[config.mk]
export PLATFORM = sky130hd
export DESIGN_NAME = hp_cvtws_seq
export DESIGN_NICKNAME = d
export VERILOG_FILES = /design/src/rtl/hp_cvtws_seq.sv
export SDC_FILE = /design/constraint.sdc
export NUM_CORES = 1
export LEC_CHECK = 0
export ABC_CLOCK_PERIOD_IN_PS = 7700
export BUFFER_PORTS_ARGS = -buffer_cell sky130_fd_sc_hd__buf_2
export CORE_ASPECT_RATIO = 1.25
export CORE_UTILIZATION = 42
export CTS_CLUSTER_DIAMETER = 100
export CTS_CLUSTER_SIZE = 8
export DETAILED_ROUTE_END_ITERATION = 7
export GPL_TIMING_DRIVEN = 0
export HOLD_SLACK_MARGIN = 0.03
export MAX_ROUTING_LAYER = met4
export SLEW_MARGIN = 20
export SYNTH_ARGS = -nofsm -noshare
export SYNTH_HDL_FRONTEND = slang
export SYNTH_SLANG_ARGS = --single-unit
[constraint.sdc]
create_clock -name clk -period 7.7 [get_ports clk]
set_input_delay 1.925 -clock clk [delete_from_list [all_inputs] [get_ports clk]]
set_output_delay 1.925 -clock clk [all_outputs]
set_load 0.01 [all_outputs]
[src/rtl/hp_cvtws_seq.sv]
// hp_cvtws_seq: sequential bfloat-style float to signed INTn integer converter
//   Ports: clk, rst_n (async active-low); in_valid/in_ready/in = float operand {sign,exp,frac};
//   out_valid/out_ready/out = signed integer result; inexact, invalid = IEEE flags valid with out_valid.
//   Optional macro HP_CVTWS_RTZ_EN adds input rtz (sampled at accept) selecting round-toward-zero.
module hp_cvtws_seq #(
  parameter int INTn = 32,
  parameter int NEXP = 8,
  parameter int NSIG = 7
) (
  input  logic                 clk,
  input  logic                 rst_n,
  input  logic                 in_valid,
  output logic                 in_ready,
  input  logic [NEXP+NSIG:0]   in,
  output logic                 out_valid,
  input  logic                 out_ready,
  output logic [INTn-1:0]      out,
  output logic                 inexact,
  output logic                 invalid
`ifdef HP_CVTWS_RTZ_EN
  ,
  input  logic                 rtz
`endif
);
  localparam int AW = INTn + NSIG + 1;
  localparam int CW = $clog2(INTn) + 1;
  localparam int EW = NEXP + 2;
  localparam int BIAS = 2 ** (NEXP - 1) - 1;
  localparam logic signed [EW-1:0] E_MAX = EW'(INTn - 1);
  localparam logic signed [EW-1:0] E_M1 = EW'(-1);
  localparam logic [INTn-1:0] MAXV = {1'b0, {(INTn-1){1'b1}}};
  localparam logic [INTn-1:0] MINV = {1'b1, {(INTn-1){1'b0}}};

  typedef enum logic [1:0] {IDLE, SHIFT, ROUND, DONE} state_t;

  state_t r_state, w_state_n;
  logic [AW-1:0] r_acc;
  logic [CW-1:0] r_cnt;
  logic r_sign, r_sticky, r_right, r_inexact, r_invalid;
  logic [INTn-1:0] r_out;

  logic w_sign, w_rtz;
  logic [NEXP-1:0] w_exp;
  logic [NSIG-1:0] w_frac;
  logic signed [EW-1:0] w_e;
  logic w_sp, w_sp_inx, w_sp_inv;
  logic [INTn-1:0] w_sp_out;
  logic [AW-1:0] w_int, w_mag;
  logic w_guard, w_rest, w_inc, w_ovf;
  logic [INTn-1:0] w_res;

`ifdef HP_CVTWS_RTZ_EN
  logic r_rtz;
  assign w_rtz = r_rtz;
`else
  assign w_rtz = 1'b0;
`endif

  assign w_sign = in[NEXP+NSIG];
  assign w_exp  = in[NEXP+NSIG-1:NSIG];
  assign w_frac = in[NSIG-1:0];
  assign w_e    = $signed({2'b00, w_exp}) - $signed(EW'(BIAS));

  // Operands whose result is known without shifting go straight to DONE.
  always_comb begin
    w_sp = 1'b1;
    w_sp_out = '0;
    w_sp_inx = 1'b0;
    w_sp_inv = 1'b0;
    if (w_exp == '0) begin
      w_sp_inx = |w_frac;
    end else if (&w_exp) begin
      w_sp_inv = 1'b1;
      w_sp_out = (w_sign && w_frac == '0) ? MINV : MAXV;
    end else if (w_e >= E_MAX) begin
      // -2^(INTn-1) is the one representable value at this exponent
      w_sp_inv = !(w_e == E_MAX && w_sign && w_frac == '0);
      w_sp_out = w_sign ? MINV : MAXV;
    end else if (w_e < E_M1) begin
      w_sp_inx = 1'b1;
    end else begin
      w_sp = 1'b0;
    end
  end

  // Round-to-nearest-even on the aligned accumulator; the magnitude limit
  // differs by sign because the negative range is one larger.
  assign w_int   = r_acc >> NSIG;
  assign w_guard = r_acc[NSIG-1];
  assign w_rest  = |r_acc[NSIG-2:0] | r_sticky;
  assign w_inc   = !w_rtz & w_guard & (w_rest | w_int[0]);
  assign w_mag   = w_int + AW'(w_inc);
  assign w_ovf   = w_mag > (r_sign ? AW'(MINV) : AW'(MAXV));
  assign w_res   = INTn'(r_sign ? -w_mag : w_mag);

  always_ff @(posedge clk or negedge rst_n) begin
    if (!rst_n) r_state <= IDLE;
    else r_state <= w_state_n;
  end

  always_comb begin
    w_state_n = r_state;
    case (r_state)
      IDLE:  if (in_valid) w_state_n = w_sp ? DONE : (w_e == '0 ? ROUND : SHIFT);
      SHIFT: if (r_cnt == CW'(1)) w_state_n = ROUND;
      ROUND: w_state_n = DONE;
      DONE:  if (out_ready) w_state_n = IDLE;
      default: w_state_n = IDLE;
    endcase
  end

  always_comb begin
    in_ready  = r_state == IDLE;
    out_valid = r_state == DONE;
  end

  always_ff @(posedge clk or negedge rst_n) begin
    if (!rst_n) begin
      r_acc <= '0;
      r_cnt <= '0;
      r_sign <= 1'b0;
      r_sticky <= 1'b0;
      r_right <= 1'b0;
      r_out <= '0;
      r_inexact <= 1'b0;
      r_invalid <= 1'b0;
`ifdef HP_CVTWS_RTZ_EN
      r_rtz <= 1'b0;
`endif
    end else begin
      case (r_state)
        IDLE: if (in_valid) begin
          r_sign <= w_sign;
          r_acc <= AW'({1'b1, w_frac});
          r_sticky <= 1'b0;
          r_right <= w_e[EW-1];
          r_cnt <= w_e[EW-1] ? CW'(1) : CW'(w_e);
`ifdef HP_CVTWS_RTZ_EN
          r_rtz <= rtz;
`endif
          if (w_sp) begin
            r_out <= w_sp_out;
            r_inexact <= w_sp_inx;
            r_invalid <= w_sp_inv;
          end
        end
        SHIFT: begin
          r_acc <= r_right ? r_acc >> 1 : r_acc << 1;
          r_sticky <= r_sticky | (r_right & r_acc[0]);
          r_cnt <= r_cnt - 1'b1;
        end
        ROUND: begin
          r_out <= w_ovf ? (r_sign ? MINV : MAXV) : w_res;
          r_inexact <= !w_ovf & (w_guard | w_rest);
          r_invalid <= w_ovf;
        end
        default: ;
      endcase
    end
  end

  assign out = r_out;
  assign inexact = r_inexact;
  assign invalid = r_invalid;
endmodule

# After elaboration in Yosys (flattened, before gate mapping)

Cells that the tools add are included.

Register bits: 85
Bits of input ports: 20

Reductions and logical operators: 18
Magnitude comparators: 3
Muxes and demuxes: 42
Equal/unequal tests: 9
$add $sub $neg: 4
Bitwise operators: 7

Operators with widths:

| operator                                            | count |
|---|---|
| two-way mux 32 bit                                  | 11 |
| two-way mux 40 bit                                  | 2 |
| one-hot mux 40 bit (2 select lines)                 | 1 |
| one-hot mux 32 bit (2 select lines)                 | 1 |
| adder 33 x 1 -> 34 bit                              | 1 |
| greater-than comparator 34 x 32 -> 1 bit            | 1 |
| negation 32 bit                                     | 1 |
| two-way mux 1 bit                                   | 15 |
| two-way mux 6 bit                                   | 2 |
| one-hot mux 6 bit (2 select lines)                  | 1 |
| zero test 10 bit                                    | 1 |
| two-way mux 2 bit                                   | 5 |
| == test 9 x 6 -> 1 bit, second input constant       | 1 |
| >= comparator 9 x 6 -> 1 bit, second input constant | 1 |
| < comparator 9 x 1 -> 1 bit, second input constant  | 1 |
| subtractor 8 x 7 -> 9 bit, second input constant    | 1 |
| zero test 8 bit                                     | 1 |
| one-hot mux 2 bit (4 select lines)                  | 1 |
| AND reduction 8 bit                                 | 1 |
| zero test 7 bit                                     | 1 |
| OR reduction 7 bit                                  | 1 |
| == test 6 x 1 -> 1 bit, second input constant       | 1 |
| one-hot mux 1 bit (2 select lines)                  | 3 |
| AND reduction 3 bit                                 | 2 |
| 13 further kinds                                    | 26 |

# Longest topological paths before layout

Word-level depth: 11
Mapped depth: 19
Gate-level depth less buffers: 17

# Worst setup path after synthesis

No wires, ideal clock.

Kind: input to register
From: input port in[9]
To: register r_out[28], in the netlist out[28]
Data arrival time: 4.181 ns
Cell stages on the path: 12
Path buffers: 3
Slack: 3.398 ns
Setup time: 0.120 ns
Path through: clkbuf_1 > nand3_1 > o21a_1 > o21a_1 > o2111a_1 > o2111ai_1 > a21boi_0 > o21a_1 > clkbuf_1 > clkbuf_1 > o31ai_1 > o211a_1

Cells in the longest elaborated chain, start to end: 8
Elaborated cells on any way between the ends: 17
Classes of those cells: add/sub (1); order compare (2); eq/ne (1); mux (10); reduce/logical (3)

Ends and longest elaborated chain:

| what                                                                               | line    | text |
|---|---|---|
| from (decl)                                                                        | 14      | `input logic [NEXP+NSIG:0] in,` |
| subtractor 8 x 7 -> 9 bit                                                          | 62      | `assign w_e = $signed({2'b00, w_exp}) - $signed(EW'(BIAS));` |
| >= comparator 9 x 6 -> 1 bit / < comparator 9 x 1 -> 1 bit (equally long branches) | 75, 79  |  |
| two-way mux 32 bit / two-way mux 1 bit (equally long branches)                     | 75, 79  |  |
| two-way mux 32 bit / two-way mux 1 bit (equally long branches)                     | 72, 75  |  |
| two-way mux 32 bit / two-way mux 1 bit (equally long branches)                     | 70, 72  |  |
| two-way mux 32 bit / two-way mux 1 bit (equally long branches)                     | 141, 70 |  |
| two-way mux 32 bit / != test 2 x 1 -> 1 bit (equally long branches)                | --      |  |
| one-hot mux 32 bit (2 select lines) / AND reduction 3 bit (equally long branches)  | --      |  |
| to (signal assigned)                                                               | 142     | `r_out <= w_sp_out;` |
| to (signal assigned)                                                               | 153     | `r_out <= w_ovf ? (r_sign ? MINV : MAXV) : w_res;` |
| to (decl)                                                                          | 40      | `logic [INTn-1:0] r_out;` |

Parallel ways exist; a longest one is shown, timed or not. The select of a mux whose other input is x is not followed.
A chain may end at the register's enable or synchronous reset.

# Worst setup path in the final report

From: register r_acc[7]
To: register r_out[18], in the netlist out[18]

Cells in the longest elaborated chain, start to end: 7
Elaborated cells on any way between the ends: 8
Classes of those cells: add/sub (2); order compare (1); mux (3); bitwise (2)

Ends and longest elaborated chain:

| what                                    | line | text |
|---|---|---|
| from (decl)                             | 37   | `logic [AW-1:0] r_acc;` |
| from (signal assigned)                  | 134  | `r_acc <= AW'({1'b1, w_frac});` |
| from (signal assigned)                  | 148  | `r_acc <= r_right ? r_acc >> 1 : r_acc << 1;` |
| OR 1 bit                                | 91   | `assign w_inc = !w_rtz & w_guard & (w_rest \| w_int[0]);` |
| bitwise AND 1 bit                       | 91   |  |
| adder 33 x 1 -> 34 bit (*)              | 92   | `assign w_mag = w_int + AW'(w_inc);` |
| negation 32 bit                         | 94   | `assign w_res = INTn'(r_sign ? -w_mag : w_mag);` |
| two-way mux 32 bit                      | 94   |  |
| two-way mux 32 bit (*)                  | 153  |  |
| one-hot mux 32 bit (2 select lines) (*) | 131  | `case (r_state)` |

Mark *: on every way between the ends. The rest lies on a longest branch, timed or not.

==> flow_metrics.py <==
metrics = {
    "outcome": {
        "outcome": "finished clean",
    },
    "timing": {
        "finalSetupTns_ns": 0,
        "rsz0062_at_grt": "no",
        "drv_slew": 0,
        "setup_viol": 0,
        "worst_clock_skew_ns": 0.00979,
        "fmax_mhz": 168,
        "fin_hold_ws_ns": 0.496,
        "relSlewSlack_pct": 36.6,
        "final_min_period_over_clock_period_pct": 77.5,
        "hold_violations": 0,
        "period_needed_ns": 5.97,
        "worst_pin_slew_ns": 0.942,
        "fin_ws_ns": 1.73,
    },
    "drt": {
        "routedWlPerCell_um": 17.5,
        "drtIter0Drc": 436,
        "ant_nets": 0,
        "dr.pass1.iters": 5,
        "route.vias.total": 6835,
        "routed_wl_um": 20900,
        "drt-vias-per-instance": 5.71,
        "drc": 0,
    },
    "setup_path": {
        "cp_max_fo": 10,
        "cp_data_arrival_time_ns": 6.22,
        "worst_r2r_endpoint": "out[18]$_DFFE_PN0P_",
        "timing.rr.start": "r_acc[7]$_DFFE_PN0P_",
        "cp-start-kind": "flip-flop",
        "crit_buf_inv": 3,
        "crit_chain": "clkbuf_1 > and2_1 > ha_1 > and2_1 > nand2_1 > nor4_1 > xnor2_1 > inv_1 > ha_1 > a21oi_1 > o21ai_0 > a2111oi_0 > o21ai_0 > o21ai_0 > and2_1 > clkbuf_1 > nand2_1 > o221a_2",
        "worst-r2r-setup-slack_ns": 1.73,
        "slowest_stage": "a2111oi_0",
        "crit_family": "compound AO/OA/AOI/OAI gates",
        "reg2reg_depth": 18,
        "required_ns": 7.95,
        "startpoint": "r_acc[7]$_DFFE_PN0P_",
        "slowest_delay_ns": 0.80,
        "critical_path_depth": 18,
        "crit_path_end_kind": "flip-flop",
        "critical_path_class": "reg -> reg",
    },
    "floorplanning": {
        "start_util_pct": 42.9,
        "die_w_um": 119,
        "die_area_mm2": 0.0178,
        "io-pin-count": 56,
        "die_y_um": 149,
        "coreArea_mm2": 0.0168,
        "fp-row-count": 53,
    },
    "clock_network": {
        "cts_tree": "done",
        "cts.path.max_buffers": 2,
        "ctsHoldBuffers": 0,
        "cts-root-buf": "clkbuf_16",
        "ctsResizeCount": 0,
        "cts_buffers": 9,
        "postCtsSetupRepairBufs": 0,
        "insertion_delay_ns": 0.37,
        "htreeDepth": 3,
        "cts_sinks": 85,
        "cts.clk_slew.worst_paths_ns": 0.07,
    },
    "synth": {
        "synthCells": 908,
        "async_flop_share_pct": 100,
        "netlist_area_mm2": 0.00723,
        "synth_compound_area_share_pct": 21.1,
        "yosysTopAreaCell": "dfrtp_1",
        "muxShareOfSynthArea_pct": 6.69,
        "yosysWarnings": 0,
        "synth_area_per_cell_um2": 7.97,
        "ys_ff_latch": 85,
        "synth_xor_area_share_pct": 5.33,
        "yosys.area_share.simple_pct": 24.0,
        "synthAdderAreaFrac_pct": 7.61,
        "synth-edff-count": 0,
        "synth_ff_type": "dfrtp_1",
        "synth_area_leaders": "dfrtp_1 (29%), ha_1 (7.6%), mux2i_1 (6.2%), o21ai_0 (5.8%), nand2_1 (5.0%)",
        "synth_top_family_by_area": "simple AND/OR/NAND/NOR gates",
        "synth_top_area_share_pct": 29.4,
        "syn_nets": 972,
        "synth.distinct_cells": 70,
        "yosysSeqAreaShare_pct": 29.4,
    },
    "finish": {
        "fin_nets": 1036,
        "stdcell_count": 1196,
        "fin_util_pct": 48.2,
        "area_growth_pct": 12.1,
        "drive_gt1_share_pct": 11.0,
        "diodes": 0,
        "fillCellCount": 1734,
        "final_area_mm2": 0.00811,
    },
    "power": {
        "power_mw": 2.90,
        "vdd_drop_max_v": 0.000161,
        "p_leak_nw": 3.62,
        "powerDensity_mw_per_mm2": 357,
    },
    "min_path": {
        "min_path_cells": 1,
        "hp-start": "out[0]$_DFFE_PN0P_",
        "holdPathEnd": "out[0]$_DFFE_PN0P_",
        "holdCritPathClass": "reg -> reg",
    },
    "placement": {
        "place_area_mm2": 0.00780,
        "dp_hpwl_um": 16100,
        "place_ws_ns": 1.95,
        "routabilityCongestion": 0.898,
        "dp_cells": 1181,
        "port_buffers": 52,
    },
    "global_routing": {
        "grt_pass1_vias": 6448,
        "grt_overflow": 0,
        "antenna_found_initial": 0,
        "grt_util_all_layers_pct": 25.3,
        "grt_max_degree": 57,
        "grt_pass1_wl_um": 34000,
    },
    "job": {
        "cap_violations": 0,
    },
}
==> logic make-up after synthesis <==
family,after synthesis
buf+inv,104
simple gates,343
flops,85
mux,48
compound gates,240
fa+ha+maj,44
xor+xnor,44
==> layer usage <==
layer	vias up	GRT usage, %	routed length (um)
met5	-	-	0
met4	0	12.4	796
met3	47	2.42	791
met2	186	42.6	10200
met1	3160	30.2	9070
li1	3442	-	-
==> cell usage after synthesis (6+ instances only) <==
cell      instances
inv_1            37
nor2_1           72
a211o_1           7
a31oi_1          12
o21a_1           10
o21ai_0          84
nand4_1          23
xor2_1           14
nor2b_1           9
xnor2_1          30
nand3_1          40
nor4_1           22
dfrtp_1          85
mux2i_1          45
buf_2             8
a21oi_1          63
and3_1           11
clkbuf_1         50
o221a_2           9
nand2_1          96
nor3_1           23
ha_1             44
a211oi_1          6
o211ai_1          6
nand2b_1          6
==> area by class of cell <==
class | count | area (um2) | area share [%]
clock buffers | 11 | 253 | 3.12
clock inverters | 4 | 55.1 | 0.679
well taps | 220 | 275 | 3.39
plain buffers | 65 | 274 | 3.38
inverters | 39 | 146 | 1.80
repair buffers | 53 | 294 | 3.62
flip-flops and latches | 85 | 2130 | 26.2
multi-input cells | 719 | 4690 | 57.8
==> where the power goes <==
part,switching (mW),internal (mW),leakage [nW]
Clock,0.196,0.270,0.149
Combinational,1.05,0.652,2.39
Sequential,0.125,0.605,1.07
Total,1.37,1.53,3.62
==> worst register-to-register path, delay by kind of cell (launching register included) <==
kind | cells | cell delay, ns
XOR/XNOR | 1 | 0.31
buffers and inverters | 3 | 1.02
adder cells (fa/ha/maj) | 2 | 0.52
AO/OA/AOI/OAI | 6 | 1.88
AND/OR/NAND/NOR | 6 | 1.77
flip-flops | 1 | 0.38
==> worst max-delay path by stage <==
stage                     endpoint  slack [ns]
2_1_floorplan  out[28]$_DFFE_PN0P_        3.40
3_3_place_gp   out[20]$_DFFE_PN0P_        1.95
3_5_place_dp   out[16]$_DFFE_PN0P_        1.95
4_1_cts        out[18]$_DFFE_PN0P_        1.91
5_1_grt        out[18]$_DFFE_PN0P_        1.44
6_report       out[18]$_DFFE_PN0P_        1.73
==> cells in the final DEF, fill, tap and decap left out, types with 5 or more instances in the layout <==
cell type  synthesis  layout
o211ai_1           6       6
buf_2              8      59
nand2_1           96      96
o221a_2            9       9
o211a_1            5       5
xor2_1            14      14
a21boi_0           5       5
o31ai_1            5       5
nand3_1           40      40
inv_1             37      37
dfrtp_1           85      84
nor2b_1            9       9
clkbuf_1          50      50
nand4_1           23      23
mux2i_1           45      45
o21ai_0           84      84
clkbuf_16          0       9
a211o_1            7       7
nor2_1            72      72
and3_1            11      11
xnor2_1           30      30
a211oi_1           6       6
nor3_1            23      23
nor4_1            22      22
nand2b_1           6       6
a31oi_1           12      12
o21a_1            10      10
a21oi_1           63      63
ha_1              44      44
==> sequential cells by signal (all words and copies together), names as in the netlist <==
register  count
r_sign        1
out          32
r_cnt         6
r_right       1
invalid       1
r_acc        40
inexact       1
r_state       2
r_sticky      1
Note: power is estimated with default switching activity, not from simulation.
